--- src/rtl/multicycle_control_fsm.sv ---
// Multicycle sequencer for the ARM-subset datapath: state machine, per-state
// datapath controls, NZCV flag registers and condition check.
module multicycle_control_fsm (
  input  logic       clk,
  input  logic       rst,
  input  logic [3:0] Cond,
  input  logic [1:0] Op,
  input  logic [5:0] Funct,
  input  logic [3:0] Rd,
  input  logic [3:0] Flags,
  input  logic       MemReady,
  output logic       PCWrite,
  output logic       AdrSrc,
  output logic       MemWrite,
  output logic       IRWrite,
  output logic [1:0] ResultSrc,
  output logic [1:0] ALUControl,
  output logic       ALUSrcA,
  output logic [1:0] ALUSrcB,
  output logic [1:0] ImmSrc,
  output logic       RegWrite,
  output logic [1:0] RegSrc,
  output logic [3:0] State
);

  typedef enum logic [3:0] {
    FETCH    = 4'd0, DECODE = 4'd1, MEMADR = 4'd2, MEMREAD = 4'd3,
    MEMWB    = 4'd4, MEMWRITE = 4'd5, EXECR = 4'd6, EXECI = 4'd7,
    ALUWB    = 4'd8, BRANCH = 4'd9
  } state_e;

  state_e     state_q, state_d;
  logic [3:0] flags_q;  // {N,Z,C,V}

  // Data-processing command decode
  logic [1:0] dp_alu;
  logic       nowrite, cmd_ok, is_cmp, is_arith, flagw_nz, flagw_cv;
  always_comb begin
    dp_alu   = 2'b00;
    nowrite  = 1'b0;
    cmd_ok   = 1'b1;
    is_cmp   = 1'b0;
    is_arith = 1'b0;
    case (Funct[4:1])
      4'b0100: is_arith = 1'b1;
      4'b0010: begin dp_alu = 2'b01; is_arith = 1'b1; end
      4'b0000: dp_alu = 2'b10;
      4'b1100: dp_alu = 2'b11;
      4'b1010: begin dp_alu = 2'b01; nowrite = 1'b1; is_cmp = 1'b1; is_arith = 1'b1; end
      default: begin nowrite = 1'b1; cmd_ok = 1'b0; end
    endcase
  end
  assign flagw_nz = cmd_ok & (Funct[0] | is_cmp);
  assign flagw_cv = flagw_nz & is_arith;

  logic fn, fz, fc, fv, cond_ex;
  assign {fn, fz, fc, fv} = flags_q;
  always_comb begin
    case (Cond)
      4'h0: cond_ex = fz;
      4'h1: cond_ex = ~fz;
      4'h2: cond_ex = fc;
      4'h3: cond_ex = ~fc;
      4'h4: cond_ex = fn;
      4'h5: cond_ex = ~fn;
      4'h6: cond_ex = fv;
      4'h7: cond_ex = ~fv;
      4'h8: cond_ex = fc & ~fz;
      4'h9: cond_ex = ~fc | fz;
      4'hA: cond_ex = (fn == fv);
      4'hB: cond_ex = (fn != fv);
      4'hC: cond_ex = ~fz & (fn == fv);
      4'hD: cond_ex = fz | (fn != fv);
      4'hE: cond_ex = 1'b1;
      default: cond_ex = 1'b0;
    endcase
  end

  always_comb begin
    state_d = FETCH;
    case (state_q)
      FETCH:    state_d = MemReady ? DECODE : FETCH;
      DECODE:   case (Op)
                  2'b01:   state_d = MEMADR;
                  2'b00:   state_d = Funct[5] ? EXECI : EXECR;
                  2'b10:   state_d = BRANCH;
                  default: state_d = FETCH;
                endcase
      MEMADR:   state_d = Funct[0] ? MEMREAD : MEMWRITE;
      MEMREAD:  state_d = MemReady ? MEMWB : MEMREAD;
      MEMWRITE: state_d = MemReady ? FETCH : MEMWRITE;
      EXECR,
      EXECI:    state_d = ALUWB;
      default:  state_d = FETCH;
    endcase
  end

  logic in_exec;
  assign in_exec = (state_q == EXECR) || (state_q == EXECI);

  always_ff @(posedge clk or negedge rst) begin
    if (!rst) begin
      state_q <= FETCH;
      flags_q <= 4'b0000;
    end else begin
      state_q <= state_d;
      if (in_exec && cond_ex && flagw_nz) flags_q[3:2] <= Flags[3:2];
      if (in_exec && cond_ex && flagw_cv) flags_q[1:0] <= Flags[1:0];
    end
  end

  // Reset forces FETCH, so gating the FETCH strobes with rst keeps every
  // write strobe quiet while reset is held.
  always_comb begin
    PCWrite    = 1'b0;
    AdrSrc     = 1'b0;
    MemWrite   = 1'b0;
    IRWrite    = 1'b0;
    ResultSrc  = 2'b00;
    ALUControl = 2'b00;
    ALUSrcA    = 1'b0;
    ALUSrcB    = 2'b00;
    RegWrite   = 1'b0;
    case (state_q)
      FETCH: begin
        ALUSrcA = 1'b1; ALUSrcB = 2'b10; ResultSrc = 2'b10;
        IRWrite = MemReady & rst;
        PCWrite = MemReady & rst;
      end
      DECODE: begin ALUSrcA = 1'b1; ALUSrcB = 2'b10; ResultSrc = 2'b10; end
      MEMADR: ALUSrcB = 2'b01;
      MEMREAD: AdrSrc = 1'b1;
      MEMWB: begin
        ResultSrc = 2'b01;
        RegWrite  = cond_ex;
        PCWrite   = cond_ex & (Rd == 4'hF);
      end
      MEMWRITE: begin AdrSrc = 1'b1; MemWrite = cond_ex; end
      EXECR: ALUControl = dp_alu;
      EXECI: begin ALUControl = dp_alu; ALUSrcB = 2'b01; end
      ALUWB: begin
        RegWrite = cond_ex & ~nowrite;
        PCWrite  = cond_ex & ~nowrite & (Rd == 4'hF);
      end
      BRANCH: begin ALUSrcB = 2'b01; ResultSrc = 2'b10; PCWrite = cond_ex; end
      default: ;
    endcase
  end

  assign ImmSrc = Op;
  assign RegSrc = {Op == 2'b01, Op == 2'b10};
  assign State  = state_q;

endmodule
--- config.mk ---
export PLATFORM = sky130hd
export DESIGN_NAME = multicycle_control_fsm
export DESIGN_NICKNAME = d
export VERILOG_FILES = /design/src/rtl/multicycle_control_fsm.sv
export SDC_FILE = /design/constraint.sdc
export NUM_CORES = 1
export LEC_CHECK = 0
export BUFFER_PORTS_ARGS = -buffer_cell sky130_fd_sc_hd__buf_2
export CAP_MARGIN = 20
export CORE_MARGIN = 4
export CORE_UTILIZATION = 40
export CTS_CLUSTER_DIAMETER = 40
export CTS_CLUSTER_SIZE = 25
export DETAILED_ROUTE_END_ITERATION = 10
export GPL_ROUTABILITY_DRIVEN = 0
export PLACE_DENSITY_LB_ADDON = 0.2
export SLEW_MARGIN = 5
export SYNTH_ARGS = -nofsm -noshare
export SYNTH_HDL_FRONTEND = slang
export SYNTH_SLANG_ARGS = --single-unit
--- constraint.sdc ---
create_clock -name clk -period 1.9 [get_ports clk]
set_input_delay 0.38 -clock clk [delete_from_list [all_inputs] [get_ports clk]]
set_output_delay 0.38 -clock clk [all_outputs]
set_load 0.05 [all_outputs]
### Yosys cells after proc, flatten, opt, wreduce, memory -nomap -nowiden

Cells that the tools add are included.

| word-level totals | value |
|---|---|
| output and inout port bits | 20 |
| bits in registers | 8 |

| cells by class | value |
|---|---|
| mux-type cells | 21 |
| reductions and logical operators | 17 |
| bitwise operators | 15 |
| equal/unequal tests | 32 |

Operator list:

| kind | count |
|---|---|
| $eq 4x4->1 const B | 12 |
| $eq 4x3->1 const B | 9 |
| $pmux 4 s6 | 1 |
| $eq 4x2->1 const B | 5 |
| $pmux 1 s15 | 1 |
| $logic_not 4->1 | 3 |
| $pmux 4 s3 | 1 |
| $mux 1 | 9 |
| $mux 3 | 3 |
| $reduce_or 3->1 | 3 |
| $and 1x1->1 | 8 |
| $eq 4x1->1 const B | 2 |
| $pmux 2 s2 | 2 |
| $reduce_or 2->1 | 4 |
| $pmux 2 s3 | 1 |
| $reduce_or 5->1 | 1 |
| $not 1->1 | 4 |
| $pmux 1 s4 | 1 |
| $reduce_or 4->1 | 1 |
| $logic_and 1x1->1 | 3 |
| $or 1x1->1 | 3 |
| $eq 2x1->1 const B | 1 |
| $eq 2x2->1 const B | 1 |
| $logic_not 2->1 | 1 |
| other kinds (5) | 5 |

### Longest topological paths before layout

| logic depth | value |
|---|---|
| word-level depth | 6 |
| mapped depth | 6 |

### Least setup slack after synthesis

Ideal clock, no wire load.

| timing | value |
|---|---|
| kind | register to output |
| start point | reg state_q[2] (netlist: State[2]) |
| end point | out RegWrite |
| buffers on the path | 0 |
| setup slack | -2,346 ps |
| cell stages (with the launch flop) | 4 |
| data arrival time | 3,866 ps |
| required time | 1,520 ps |
| cells stage by stage | dfrtp_1 nand2b_1 or4_1 a2111oi_0 |

| between the ends | value |
|---|---|
| longest elaborated chain between the ends | 2 |

RTL lines:

| item | line | RTL |
|---|---|---|
| from (decl) | 32 | `state_e state_q, state_d;` |
| from (signal assigned) | 106 | `state_q <= state_d;` |
| $eq 4x4->1 or $eq 4x3->1 (tied branches) | 124 | `case (state_q)` |
| $pmux 1 s2 * | 124 |  |
| to (decl) | 21 | `output logic RegWrite,` |

Every way passes the cells marked *; elsewhere a longest branch is shown, timed or not.

### Worst setup path after layout

| timing | value |
|---|---|
| start point | reg flags_q[0] |
| end point | out PCWrite |

| between the ends | value |
|---|---|
| longest elaborated chain between the ends | 6 |

RTL lines:

| item | line | RTL |
|---|---|---|
| from (decl) | 33 | `logic [3:0] flags_q;` |
| from (signal assigned) | 108 | `if (in_exec && cond_ex && flagw_cv) flags_q[1:0] <= Flags[1:0];` |
| $ne 1x1->1 or $eq 1x1->1 (tied branches) | n/a |  |
| $or 1x1->1 or $and 1x1->1 (tied branches) | 73, 72 |  |
| $pmux 1 s15 * | 59 | `case (Cond)` |
| $and 1x1->1 (2 in series) | 143 | `PCWrite = cond_ex & ~nowrite & (Rd == 4'hF);` |
| $pmux 1 s4 * | 124 |  |
| to (decl) | 12 | `output logic PCWrite,` |

Marks and branches as above.

==> summary.txt <==
Timing
  – Final count of pins violating max slew: 0
  – RSZ-0062 raised after global routing: yes
  – Fraction of the cycle the final worst path needs: 127%
  – Worst slack on hold paths: between 0.04 and 0.05 ns
  – Tmin final: roughly 2.4 ns
  – Post-route setup slack: -0.522 ns
  – Slew @ Worst Pin: 0.352 ns
  – Worst max-slew margin expressed relative to the limit: around three quarters
  – Count of final setup violators: 11
  – Layout Skew: 0.0141 ns
  – Maximum operating frequency: about 0.41 GHz
  – Total count of hold-check failures in the final report: 0

Die
  – Initial core utilization: a little over two fifths
  – Floorplan die height: 54.2 microns
  – Area enclosed by the die boundary: between 2000 and 3000 sq um
  – Die boundary width: ~54 microns
  – Standard-cell row count: 16
  – Area of the placeable core: 2000 sq um
  – I/O pin count: between 40 and 50

Pwr
  – Power density of the placed cells: around 1500 nW/um^2
  – Maximum vdd drop: roughly 0.0012 V
  – Leakage power of the design: 0.781 nW
  – Post-layout total power: 2.60 mW

GRT
  – GR Util All Layers: approximately a quarter
  – Vias in the first global route: ~1200
  – Number of antenna violations at the first check in global routing: 0
  – First-pass GRT wire length: around 5300 microns
  – Pin count of the biggest net entering global routing: 15
  – Total global routing overflow: 0

Run status
  – Outcome: finished, violations left
  – Violated checks: negative setup slack

Worst setup path
  – Cell-by-cell listing of the critical path: xor2_2, and4_1, o31ai_2, and3_4, buf_6, o31ai_4, buf_6
  – Longest individual stage delay on the worst path: 0.44 ns
  – Kind of cell adding the most delay to the critical path: simple AND/OR/NAND/NOR gates
  – Slowest-stage cell, CP: dfrtp_2
  – Dominant cell type by count on the critical path: buf_6
  – Startpoint types: register
  – Arrival time at the worst endpoint: around 2.0 ns
  – Number of buffer and inverter instances along the worst setup path: 2
  – Required time at the worst-slack endpoint: between 1.5 and 2 ns
  – Biggest fanout along the worst timing path: 4
  – Logic depth of the worst path, buffers included: 7
  – Number of cells on the worst reg-to-reg path: 5
  – WS Path Type: register to output port
  – Crit path capture type: output port

Place
  – Worst slack at placement: -0.352 ns
  – Port-buffer cells: between 40 and 50
  – Half-perimeter wire length of the detailed placement result: ~2200 microns

Final layout
  – Final-layout fill cell count: 111
  – Multi-input gate area in the final layout: around 800 sq um
  – Fraction of layout cells with a size suffix above 1: ~63%
  – Area growth from synthesis to layout: 101%
  – Final layout net count: about 210
  – Top library cells by usage in the layout, fill and taps aside: 33 x buf_2, 27 x buf_4, 11 x buf_6
  – Register Area: ~210 sq um
  – Diode count: 0
  – Most common cell after layout, fill and taps aside: buf_2

Route
  – Detailed-router iteration count before antenna repair: 4
  – Number of DRC violations after detailed-routing iteration 0: 13
  – DR DRC count: 0
  – Total wire length: about 4000 microns
  – Mean number of vias per cell: approximately 5.7
  – Average detailed-routed wire length per instance: 19.1 microns
  – Detail Route Antenna Nets: 0
  – Total number of vias: 1204

Clocking
  – Total clock sinks: 8
  – Clock latency reported for the late side of the worst-skew pair: approximately 0.27 ns
  – Buffer depth of the longest clock path: 2
  – Root buf cell: clkbuf_4
  – Clock transition at the registers of the reported paths: roughly 0.070 ns
  – Post-CTS Hold Buffers: 0
  – CTS Buf Count: 3
  – CTS HTree Levels: 1
  – Clock tree from TritonCTS: done

Hold path
  – Class of the tightest hold or removal check: primary input to async pin

Yosys
  – Count of flip-flops with a built-in enable after synthesis: 0
  – Number of warnings printed during yosys synthesis: 0
  – Number of synthesized register bits: 8
  – Post-Synthesis Mean Instance Area: a little under 8 sq um
  – Synthesized instance count: around 110
  – Number of distinct standard cells referenced by the synthesized netlist: 44
  – Sequential area share after synthesis: a little under a quarter
  – Post-Synthesis Net Count: around 130
  – Primary flip-flop cell chosen by synthesis mapping: dfrtp_1
  – Fraction of synthesis flops using an asynchronous set or reset pin: 100%
  – Cell area after technology mapping: about 850 sq um

Run
  – Max-cap violation count: 0
==> Yosys cell counts (4+ instances only) <==
| cell type | instances | area, sq um |
|---|---|---|
| a21oi_1 | 11 | 55.1 |
| dfrtp_1 | 8 | 200 |
| inv_1 | 5 | 18.8 |
| mux2_1 | 4 | 45.0 |
| nand2b_1 | 5 | 31.3 |
| nand3_1 | 4 | 20.0 |
| nor2_1 | 8 | 30.0 |
| nor2b_1 | 5 | 31.3 |
| nor3_1 | 7 | 35.0 |
==> area by class of cell <==
class	count	area share (%)
Inverter	6	1.46
Timing Repair Buffer	78	36.2
Clock buffer	4	1.53
Tap cell	27	1.97
Sequential cell	8	12.0
Multi-Input combinational cell	87	46.8
==> per-layer routing <==
layer  track usage (%)  vias to the layer above  wire length (microns)
li1                  -                      542                      -
met3              3.00                       20                    278
met2              47.2                       66                   2040
met5                 0                        -                      0
met1              27.0                      576                   1470
met4              13.3                        0                    214
==> path summary, 6_finish.rpt <==
path                            slack, ns         end       start
worst max-delay path                -0.52     PCWrite  flags_q[0]
worst min-delay path                 0.05  flags_q[2]         rst
worst max register to register      -0.15  flags_q[3]    State[3]
worst min register to register       0.56  flags_q[1]  flags_q[1]
max in group asynchronous            1.69    State[2]         rst
min in group clk                     0.34  flags_q[2]    Flags[2]
==> registers in the layout, indices dropped and copies added, names as in the netlist <==
signal / count
State: 4
flags_q: 4
==> kinds of logic after synthesis <==
logic type	Yosys count	synth area share, %
AOI/OAI and AO/OA	27	21.7
and+or+nand+nor	48	33.4
muxes	7	8.78
xor gates and xnor gates	5	5.13
DFF	8	23.4
buffers and inverters	14	7.61
==> through the flow <==
stage          instance area [sq um]  setup TNS, ns  utilization [%]  instances
4_1_cts                         1640          -1.97             81.7        206
5_1_grt                         1720          -3.02             85.8        210
6_report                        1720          -2.51             85.8        210
3_5_place_dp                    1390          -1.60             69.6        196
3_3_place_gp                    1390          -1.19             69.6        196
2_1_floorplan                   1000          -2.24                -        109
==> where the power goes <==
| part | internal (mW) | switching, mW |
|---|---|---|
| registers | 0.236 | 0.105 |
| clock network | 0.0808 | 0.0682 |
| logic | 0.903 | 1.21 |
==> timing repair <==
action | in CTS | in global routing
pin swaps | 11 | 5
cloned | 1 | 0
setup endpoints to repair | 12 | 13
setup buffers | 6 | 5
gates resized for setup | 35 | 12
(Power assumes the default switching activity.)
